## config.mk

```make
export PLATFORM = sky130hd
export DESIGN_NAME = mult_div_unit
export DESIGN_NICKNAME = d
export VERILOG_FILES = /design/src/rtl/mdu_pkg.sv /design/src/rtl/mdu_signfix.sv /design/src/rtl/mult_div_unit.sv
export SDC_FILE = /design/constraint.sdc
export NUM_CORES = 1
export LEC_CHECK = 0
export CORE_AREA = 8 8 227 229
export DETAILED_ROUTE_END_ITERATION = 8
export DIE_AREA = 0 0 235 237
export PLACE_DENSITY = 0.59
export SYNTH_ARGS = -nofsm -noshare
export SYNTH_HDL_FRONTEND = slang
export SYNTH_SLANG_ARGS = --single-unit
```

## constraint.sdc

```tcl
create_clock -name clk -period 3.6 [get_ports clk]
set_input_delay 0.9 -clock clk [delete_from_list [all_inputs] [get_ports clk]]
set_output_delay 0.9 -clock clk [all_outputs]
set_load 0.03 [all_outputs]
```

## src/rtl/mdu_pkg.sv

```systemverilog
// rtl/mdu_pkg.sv - shared constants, op encodings and FSM states for the multiply/divide unit
package mdu_pkg;

    localparam int WIDTH      = 32;
    localparam int ITER_COUNT = 32;
    localparam int CNT_W      = $clog2(ITER_COUNT);

    typedef enum logic [1:0] {
        OP_MULTU = 2'b00,
        OP_MULT  = 2'b01,
        OP_DIVU  = 2'b10,
        OP_DIV   = 2'b11
    } mdu_op_e;

    typedef enum logic [1:0] {
        ST_IDLE = 2'b00,
        ST_CALC = 2'b01,
        ST_FIX  = 2'b10
    } mdu_state_e;

    // Bit 0 of the op selects signed arithmetic, bit 1 selects divide.
    function automatic logic op_is_signed(input logic [1:0] op);
        return op[0];
    endfunction

    function automatic logic op_is_div(input logic [1:0] op);
        return op[1];
    endfunction

endpackage

```

## src/rtl/mdu_signfix.sv

```systemverilog
// rtl/mdu_signfix.sv - combinational conditional two's-complement negate
//
// Ports:
//   val_i  input  [W-1:0]  value to pass through or negate
//   neg_i  input           1 = output the two's complement of val_i
//   val_o  output [W-1:0]  result
module mdu_signfix #(
    parameter int W = 32
) (
    input  logic [W-1:0] val_i,
    input  logic         neg_i,
    output logic [W-1:0] val_o
);

    assign val_o = neg_i ? ((~val_i) + W'(1)) : val_i;

endmodule

```

## src/rtl/mult_div_unit.sv

```systemverilog
// rtl/mult_div_unit.sv - iterative 32-bit multiply/divide unit with Hi/Lo result registers
//
// Ports:
//   clk     input          clock, rising edge
//   rst_n   input          asynchronous active-low reset
//   Start   input          request an operation (accepted only when idle)
//   Op      input  [1:0]   00 MULTU, 01 MULT, 10 DIVU, 11 DIV
//   RsData  input  [W-1:0] multiplicand / dividend
//   RtData  input  [W-1:0] multiplier / divisor
//   Busy    output         operation in progress
//   Done    output         one-cycle pulse when Hi/Lo are updated
//   Hi      output [W-1:0] product high word or remainder
//   Lo      output [W-1:0] product low word or quotient
module mult_div_unit #(
    parameter int WIDTH = 32
) (
    input  logic             clk,
    input  logic             rst_n,
    input  logic             Start,
    input  logic [1:0]       Op,
    input  logic [WIDTH-1:0] RsData,
    input  logic [WIDTH-1:0] RtData,
    output logic             Busy,
    output logic             Done,
    output logic [WIDTH-1:0] Hi,
    output logic [WIDTH-1:0] Lo
);

    import mdu_pkg::*;

    mdu_state_e       state_q, state_d;
    logic [CNT_W-1:0] cnt_q;
    logic [63:0]      acc_q;     // shared working register: {upper, lower}
    logic [31:0]      b_q;       // multiplicand (mul) or divisor (div) magnitude
    logic             div_q;
    logic             neg_q;     // negate product / quotient
    logic             rneg_q;    // negate remainder (dividend sign)
    logic [31:0]      hi_q, lo_q;
    logic             done_q;

    // ------------------------------------------------------------------
    // Operand magnitudes, computed from the live inputs at the accept edge
    // ------------------------------------------------------------------
    logic        a_neg, b_neg;
    logic [31:0] a_mag, b_mag;

    assign a_neg = op_is_signed(Op) & RsData[31];
    assign b_neg = op_is_signed(Op) & RtData[31];

    mdu_signfix #(.W(32)) u_fix_a (.val_i(RsData), .neg_i(a_neg), .val_o(a_mag));
    mdu_signfix #(.W(32)) u_fix_b (.val_i(RtData), .neg_i(b_neg), .val_o(b_mag));

    // ------------------------------------------------------------------
    // One iteration of each algorithm on the shared register
    // ------------------------------------------------------------------
    // Multiply: lower half holds the multiplier and is consumed LSB first;
    // the carry out of the add is shifted back into bit 63.
    logic [32:0] madd;
    logic [63:0] mul_next;

    assign madd     = {1'b0, acc_q[63:32]} + (acc_q[0] ? {1'b0, b_q} : 33'd0);
    assign mul_next = {madd, acc_q[31:1]};

    // Divide: partial remainder shifted left by one, trial-subtract the
    // divisor, keep the difference and set a quotient bit when it fits.
    // A zero divisor always fits, which yields quotient all-ones and
    // remainder equal to the dividend with no special casing.
    logic [32:0] dtrial;
    logic [63:0] div_next;

    assign dtrial   = acc_q[63:31] - {1'b0, b_q};
    assign div_next = dtrial[32] ? {acc_q[62:0], 1'b0}
                                 : {dtrial[31:0], acc_q[30:0], 1'b1};

    // ------------------------------------------------------------------
    // Result sign fix
    // ------------------------------------------------------------------
    logic [63:0] prod_fix;
    logic [31:0] quo_fix, rem_fix;

    mdu_signfix #(.W(64)) u_fix_prod (.val_i(acc_q),        .neg_i(neg_q),  .val_o(prod_fix));
    mdu_signfix #(.W(32)) u_fix_quo  (.val_i(acc_q[31:0]),  .neg_i(neg_q),  .val_o(quo_fix));
    mdu_signfix #(.W(32)) u_fix_rem  (.val_i(acc_q[63:32]), .neg_i(rneg_q), .val_o(rem_fix));

    // ------------------------------------------------------------------
    // FSM: state register
    // ------------------------------------------------------------------
    always_ff @(posedge clk or negedge rst_n) begin
        if (!rst_n) begin
            state_q <= ST_IDLE;
        end else begin
            state_q <= state_d;
        end
    end

    // FSM: next state
    always_comb begin
        state_d = state_q;
        case (state_q)
            ST_IDLE: if (Start) state_d = ST_CALC;
            ST_CALC: if (cnt_q == CNT_W'(ITER_COUNT - 1)) state_d = ST_FIX;
            ST_FIX:  state_d = ST_IDLE;
            default: state_d = ST_IDLE;
        endcase
    end

    // FSM: outputs
    always_comb begin
        Busy = 1'b0;
        if (state_q != ST_IDLE) Busy = 1'b1;
    end

    // ------------------------------------------------------------------
    // Datapath and result registers
    // ------------------------------------------------------------------
    always_ff @(posedge clk or negedge rst_n) begin
        if (!rst_n) begin
            cnt_q  <= '0;
            acc_q  <= '0;
            b_q    <= '0;
            div_q  <= 1'b0;
            neg_q  <= 1'b0;
            rneg_q <= 1'b0;
            hi_q   <= '0;
            lo_q   <= '0;
            done_q <= 1'b0;
        end else begin
            done_q <= 1'b0;
            case (state_q)
                ST_IDLE: begin
                    if (Start) begin
                        cnt_q  <= '0;
                        div_q  <= op_is_div(Op);
                        neg_q  <= a_neg ^ b_neg;
                        rneg_q <= a_neg;
                        if (op_is_div(Op)) begin
                            acc_q <= {32'd0, a_mag};
                            b_q   <= b_mag;
                        end else begin
                            acc_q <= {32'd0, b_mag};
                            b_q   <= a_mag;
                        end
                    end
                end
                ST_CALC: begin
                    acc_q <= div_q ? div_next : mul_next;
                    cnt_q <= cnt_q + CNT_W'(1);
                end
                ST_FIX: begin
                    if (div_q) begin
                        hi_q <= rem_fix;
                        lo_q <= quo_fix;
                    end else begin
                        hi_q <= prod_fix[63:32];
                        lo_q <= prod_fix[31:0];
                    end
                    done_q <= 1'b1;
                end
                default: ;
            endcase
        end
    end

    assign Done = done_q;
    assign Hi   = hi_q;
    assign Lo   = lo_q;

endmodule

```

==> run metrics, run 1 <==
final hold vios 0; IO Count around 140; Synth Area per Inst around 8 um^2; # clock sinks 171; R2R cell count 17; fin crit share 96.96%; WS Path Type flip-flop to flip-flop; CP Cell Sequence buf_6 -> clkinvlp_4 -> nor2_1 -> ha_1 -> o211ai_1 -> o211ai_1 -> o211ai_1 -> buf_4 -> a21oi_4 -> a31oi_1 -> buf_4 -> o211ai_1 -> nand3_1 -> nand2b_1 -> buf_4 -> mux2i_2 -> o211ai_1; CP max FO 5; clock share of power 10.5%; sequential-to-total area share from yosys stat 30.27%; FP Rows 81; post-layout min period 3491 ps; Clk pin slew, worst setup/hold paths 70 ps; CP peak stage delay 420 ps; Leakage 7.779 nW; worst endpoint required time roughly 3900 ps; most frequent cell after synthesis nand2_1; Net Sw Frac 48.87%; Power Dens Cells approximately 980 mW/mm^2; worst hold path class input pin to asynchronous set/reset pin; Synth Instances 1789; Post-synth top cells nand2_1 (199), o21ai_0 (195), dfrtp_1 (171); Arr. time, crit path 3810 ps; main flop type after synthesis dfrtp_1; drt first pass iters 6; average wire per standard cell 19.53 um; CP startpoint kind flip-flop; via count 14422; antenna violations before repair 0; routability cong. 0.9372; root buf cell clkbuf_16; Finished Cell Area 0.01839 mm^2; Antenna Nets Post-Route 0; final wirelength between 50000 and 60000 um; Overflow after GRT 0; Gate power share 70.4%; CTS buffer count 17; Internal 0.009174 W; Worst setup EP type flip-flop; Area growth syn-to-layout 30.06%; Net Sw Power 0.008768 W; slowest stage cell, crit path dfrtp_1; Placed Area 0.01747 mm^2; H-Tree Depth 4; syn_nets 1930; Peak VDD IR 0.6013 mV; die width 235 um; Slew @ Worst Pin approximately 1100 ps; post-synthesis cell area 0.01414 mm^2; Synth top area share 30.27%; Initial Util between 20 and 30%; CTS tree built; DIE AREA 0.05570 mm^2; clk buf depth 2; Reg-to-Reg End acc_q[62]; aggregate global-route resource usage 18.04%; outcome finished clean; cell type with the largest total area after synthesis dfrtp_1; # DRC 0; R2R setup slack 110 ps; post-synthesis register bit count 171; EDFF count, synth 0; worst skew pair latency 450 ps; drt via density 5.377; DP HPWL a little over 40000 um; CP most frequent cell o211ai_1; synth top area cells dfrtp_1 (30%), o21ai_0 (6.9%), ha_1 (6.2%); nets@finish ~2200; I/O Buffers 134; Final Skew approximately 17 ps; core area 0.04814 mm^2; Critical R2R Launch acc_q[0]; ANT cells 0; Synth cell types 72; Max Freq about 290 MHz; total power 0.01794 W; WHS 435.5 ps; count of final max-slew check failures 0; Post-synth ARST share 100.0%; share of cells above drive strength 1 15.34%; vias in the first global route 13949; violation count after the first detailed-route iteration between 1000 and 1500; pin count of the biggest net entering global routing 130; Synth warnings 0; Die Y 237 um; first-pass GRT wire length 80700 um; setup repair after global routing missed its margin true; Hold-fix buffers, CTS 0; Max-cap violations 0; Max transition margin a little over a quarter; sequential fraction of design power between 10% and 20%; setup violators final 0
[power by group through the flow]
stage	logic (W)	registers (W)	clock network, W
after floorplan	0.00776	0.00337	0
after global placement	0.0119	0.00339	0
after detailed placement	0.0120	0.00342	0
after CTS	0.0121	0.00339	0.00193
after global routing	0.0138	0.00349	0.00200
final	0.0126	0.00342	0.00189
[how the worst max path moves through the flow]
stage                           from        end  slack (ps)  depth (start not counted)
after detailed placement    acc_q[0]  acc_q[61]        -370                         14
final                       acc_q[0]  acc_q[62]         110                         17
after floorplan            acc_q[32]  acc_q[57]          60                         13
after global routing        acc_q[0]  acc_q[62]         -60                         19
after CTS                   acc_q[0]  acc_q[60]         0.6                         18
after global placement    RsData[17]  acc_q[30]        -330                         12
[per-layer routing]
metal	track usage, %	wire [um]	up-vias
met5	0	0	-
met3	2.825	3081	68
met1	24.88	24370	6930
met4	5.100	1124	0
li1	-	-	6930
met2	28.92	23810	494
[cell type report]
class                           count  area [um^2]
Clock inverter                     12        138.9
Sequential cell                   171         4280
Fill cell                        4978        29750
Tap cell                          622        778.2
Multi-Input combinational cell   1453         9493
Inverter                           58        221.5
Timing Repair Buffer              346         3037
Clock buffer                       20        436.7
[stage by stage]
stage	worst slack (ps)	TNS [ps]	cells	util (%)
2_1_floorplan	64.79	0	1789	-
3_3_place_gp	-331.6	-5965	2641	36.29
3_5_place_dp	-374.9	-7561	2641	36.29
4_1_cts	0.5844	0	2673	37.55
5_1_grt	-64.04	-212.8	2682	38.19
6_report	109.5	0	2682	38.19
[sequential cells by signal (all words and copies together), names as in the netlist]
name     cells
state_q      2
Hi          32
Lo          32
neg_q        1
rneg_q       1
div_q        1
acc_q       64
Done         1
cnt_q        5
b_q         32
[placed cells by master (no fill, tap or decap), drive strengths merged, types with 13 or more instances in the layout]
master and n:
nand3 24, a22oi 15, o41ai 15, or4 16, nor2 169, a21o 33
o21ai 205, dfrtp 171, nand2 199, a31oi 19, ha 70, inv 61
mux2i 49, nand4 14, nor3 27, buf 213, a21oi 160, xor2 89
xnor2 88, o31ai 19, nand2b 13, and2 14, nor4 15, o211ai 25
or3 19, a211oi 57, nor2b 18, clkbuf 21, clkdlybuf4s50 132
[timing repair]
| action | 4_1_cts | 5_1_grt |
|---|---|---|
| resized for setup | 8 | 53 |
| pin swaps | 2 | 18 |
| setup endpoints to repair | 15 | 38 |
| setup buffers | 0 | 8 |
| gates cloned | 0 | 1 |
[cells by family after synthesis]
family,after synthesis,synth area share [%]
compound gates,600,26.10
xor+xnor,177,10.97
fa+ha+maj,72,6.479
buf+inv,165,4.461
flops,171,30.27
mux,50,3.549
simple gates,554,18.17
[critical path, delay by kind of cell, from the launching register on]
kind                       cells  cell delay (ps)
AOI/OAI and AO/OA              7             1200
adders and majority gates      1              380
buffers and inverters          5              750
DFF                            1              420
muxes                          1              210
and+or+nand+nor                3              390
Power figures use the tool's default switching activity.
==> inputs of run 2 (changes only) <==
--- a/config.mk
+++ b/config.mk
@@ -8,7 +8,8 @@
 export CORE_AREA = 8 8 227 229
 export DETAILED_ROUTE_END_ITERATION = 8
 export DIE_AREA = 0 0 235 237
-export PLACE_DENSITY = 0.59
+export DONT_BUFFER_PORTS = 1
+export PLACE_DENSITY = 0.56
 export SYNTH_ARGS = -nofsm -noshare
 export SYNTH_HDL_FRONTEND = slang
 export SYNTH_SLANG_ARGS = --single-unit
==> run 2 against run 1 <==
Compared with the run above:
- worst hold slack worse by 280 ps
- first-iteration DRC count is 5.5% lower
- clock skew is 5.0 ps higher
- sequential share of layout area is 3.1 points higher
- combinational power is 6% lower
- critical path depth stayed put
- register-to-register slack better by 30 ps
- core utilization is 4.5 points lower
- critical path type unchanged
- largest cell class unchanged
- largest power group unchanged
==> run metrics, run 2 (synthesized netlist as in run 1, its figures left out) <==
Max transition margin 48.45% (+21 points); post-layout min period 3461 ps (-29.62 ps); CP max FO 4 (-1); Antenna Nets Post-Route 0 (unchanged); worst skew pair latency 460 ps (about the same); number of flip-flops under the largest register name 64 (unchanged); Max-cap violations 0 (unchanged); Placed Area 0.01554 mm^2 (-11%); total power 0.01734 W (-3.3%); Total Neg Setup Slack 0 ps (unchanged); core area 0.04814 mm^2 (unchanged); I/O Buffers 0 (-100%); CTS buffer count 17 (unchanged); WS Path Type flip-flop to flip-flop; outcome finished clean; CTS tree built; Worst Setup SP b_q[0]; worst hold path class input pin to asynchronous set/reset pin; Die Y 237 um (unchanged); antenna violations before repair 0 (unchanged); DIE AREA 0.05570 mm^2 (unchanged); die width 235 um (unchanged); Initial Util 29.36% (unchanged); fin crit share 96.14% (-0.82 points); nets@finish 1971 (-9.9%); top sig layer met4; Hold-fix buffers, CTS 0 (unchanged); Final Skew 21.57 ps (+4.986 ps); root buf cell clkbuf_16; Overflow after GRT 0 (unchanged); violation count after the first detailed-route iteration 998 (-5.5%); routability cong. 0.9142 (-2.5%); # DRC 0 (unchanged); first-pass GRT wire length 78560 um (-2.7%); most frequent cells in the layout nand2_1 (198), o21ai_0 (192), dfrtp_1 (170); # clock sinks 171 (unchanged); via count 13495 (-6.4%); WL met3 4047 um (+31%); drt via density 5.475 (+1.8%); DP HPWL 41040 um (-1.2%); met2 WL post-DR 23010 um (-3.4%); vias in the first global route 12909 (-7.5%); worst endpoint required time 3990 ps (+70 ps); final hold vios 0 (unchanged); Power Dens Cells 1069 mW/mm^2 (+9.5%); most common cell after layout, fill and taps aside nand2_1; aggregate global-route resource usage 17.93% (-0.11 points); Max Freq 288.9 MHz (+0.86%); Finished Cell Area 0.01622 mm^2 (-12%); Peak VDD IR 0.7388 mV (+23%); average wire per standard cell 20.92 um (+7.1%); Leakage 6.851 nW (-12%); post-layout util 33.70% (-4.5 points); clk buf depth 2 (unchanged); FP Rows 81 (unchanged); largest register by flop count acc_q; count of final max-slew check failures 0 (unchanged); Area growth syn-to-layout 14.76%; Worst setup EP type flip-flop; drt first pass iters 5 (-1); setup repair after global routing missed its margin false; H-Tree Depth 4 (unchanged); share of cells above drive strength 1 10.96% (-4.4 points); CP startpoint kind flip-flop; Critical R2R Launch b_q[0]; pin count of the biggest net entering global routing 172 (+32%); setup violators final 0 (unchanged); M1 WL 23140 um (-5.0%); Clk pin slew, worst setup/hold paths 80 ps (about the same); ANT cells 0 (unchanged); IO Count 135 (unchanged); Arr. time, crit path 3850 ps (+40 ps); Layout fillers 5053 (+1.5%); final wirelength 51570 um (-1.5%); Slew @ Worst Pin 773.2 ps (-320.2 ps)
run 2: changes by cell type in the layout (fill, tap and decap cells not counted), sizes merged:
cell,before,now
clkdlybuf4s50,132,0
buf,213,129
clkinvlp,4,0
inv,61,65
clkbuf,21,18
bufinv,2,3
clkinv,3,4
run 2: worst paths after layout:
check	end	slack (ps)	cells past startpoint
max in group asynchronous	Hi[2]	2970	0
min	acc_q[50]	150	0
min reg2reg	b_q[18]	490	2
min in group clk	b_q[18]	490	2
max	acc_q[61]	140	17
max reg2reg	acc_q[61]	140	17
run 2: worst max-delay path, cell delays in order, from the launching register on:
cell       delay (ps)
dfrtp_1           350
and2_1            130
ha_1              160
inv_1              50
fa_1              410
nor2b_2           160
o211ai_1          140
a2111oi_2         380
nor4_1            110
buf_4             150
a21oi_1           150
buf_4             160
a31oi_1           110
buf_4             170
o31a_1            330
o21ai_0           170
o21a_1            140
o211a_1           130
run 2: timing repair:
item	CTS	global route
pin swaps	0	7
setup endpoints to repair	2	31
resized for setup	2	12
endpoints found under the hold margin	0	0
setup buffers	0	0
cloned	0	0
run 2: layout make-up:
cell class / instances / area (um^2) / area share [%]
multi-input combinational: 1453 / 9298 / 57.31
sequential: 171 / 4280 / 26.38
clock buffer: 18 / 439.2 / 2.707
inverter: 58 / 217.7 / 1.342
tap: 622 / 778.2 / 4.797
timing repair buffer: 129 / 1010 / 6.224
clock inverter: 14 / 200.2 / 1.234
run 2: layer usage:
metal | global-route usage [%] | up-vias
met3 | 4.999 | 76
met4 | 5.820 | 0
met2 | 28.00 | 469
li1 | - | 6507
met1 | 23.70 | 6443
met5 | 0 | -
run 2: metrics by stage:
step | hold slack, ps | std cells | worst slack, ps
2_1_floorplan | 449.4 | 1789 | 64.79
3_3_place_gp | 469.7 | 2433 | -110.3
3_5_place_dp | 475.5 | 2433 | -174.6
4_1_cts | 131.3 | 2465 | 76.78
5_1_grt | 127.1 | 2465 | 8.115
6_report | 151.2 | 2465 | 139.1
run 2: power by group:
part / internal, W / switching (W) / total [W]
clock: 0.00114 / 0.000889 / 0.00203
combinational: 0.00496 / 0.00682 / 0.0118
sequential: 0.00261 / 0.000916 / 0.00353
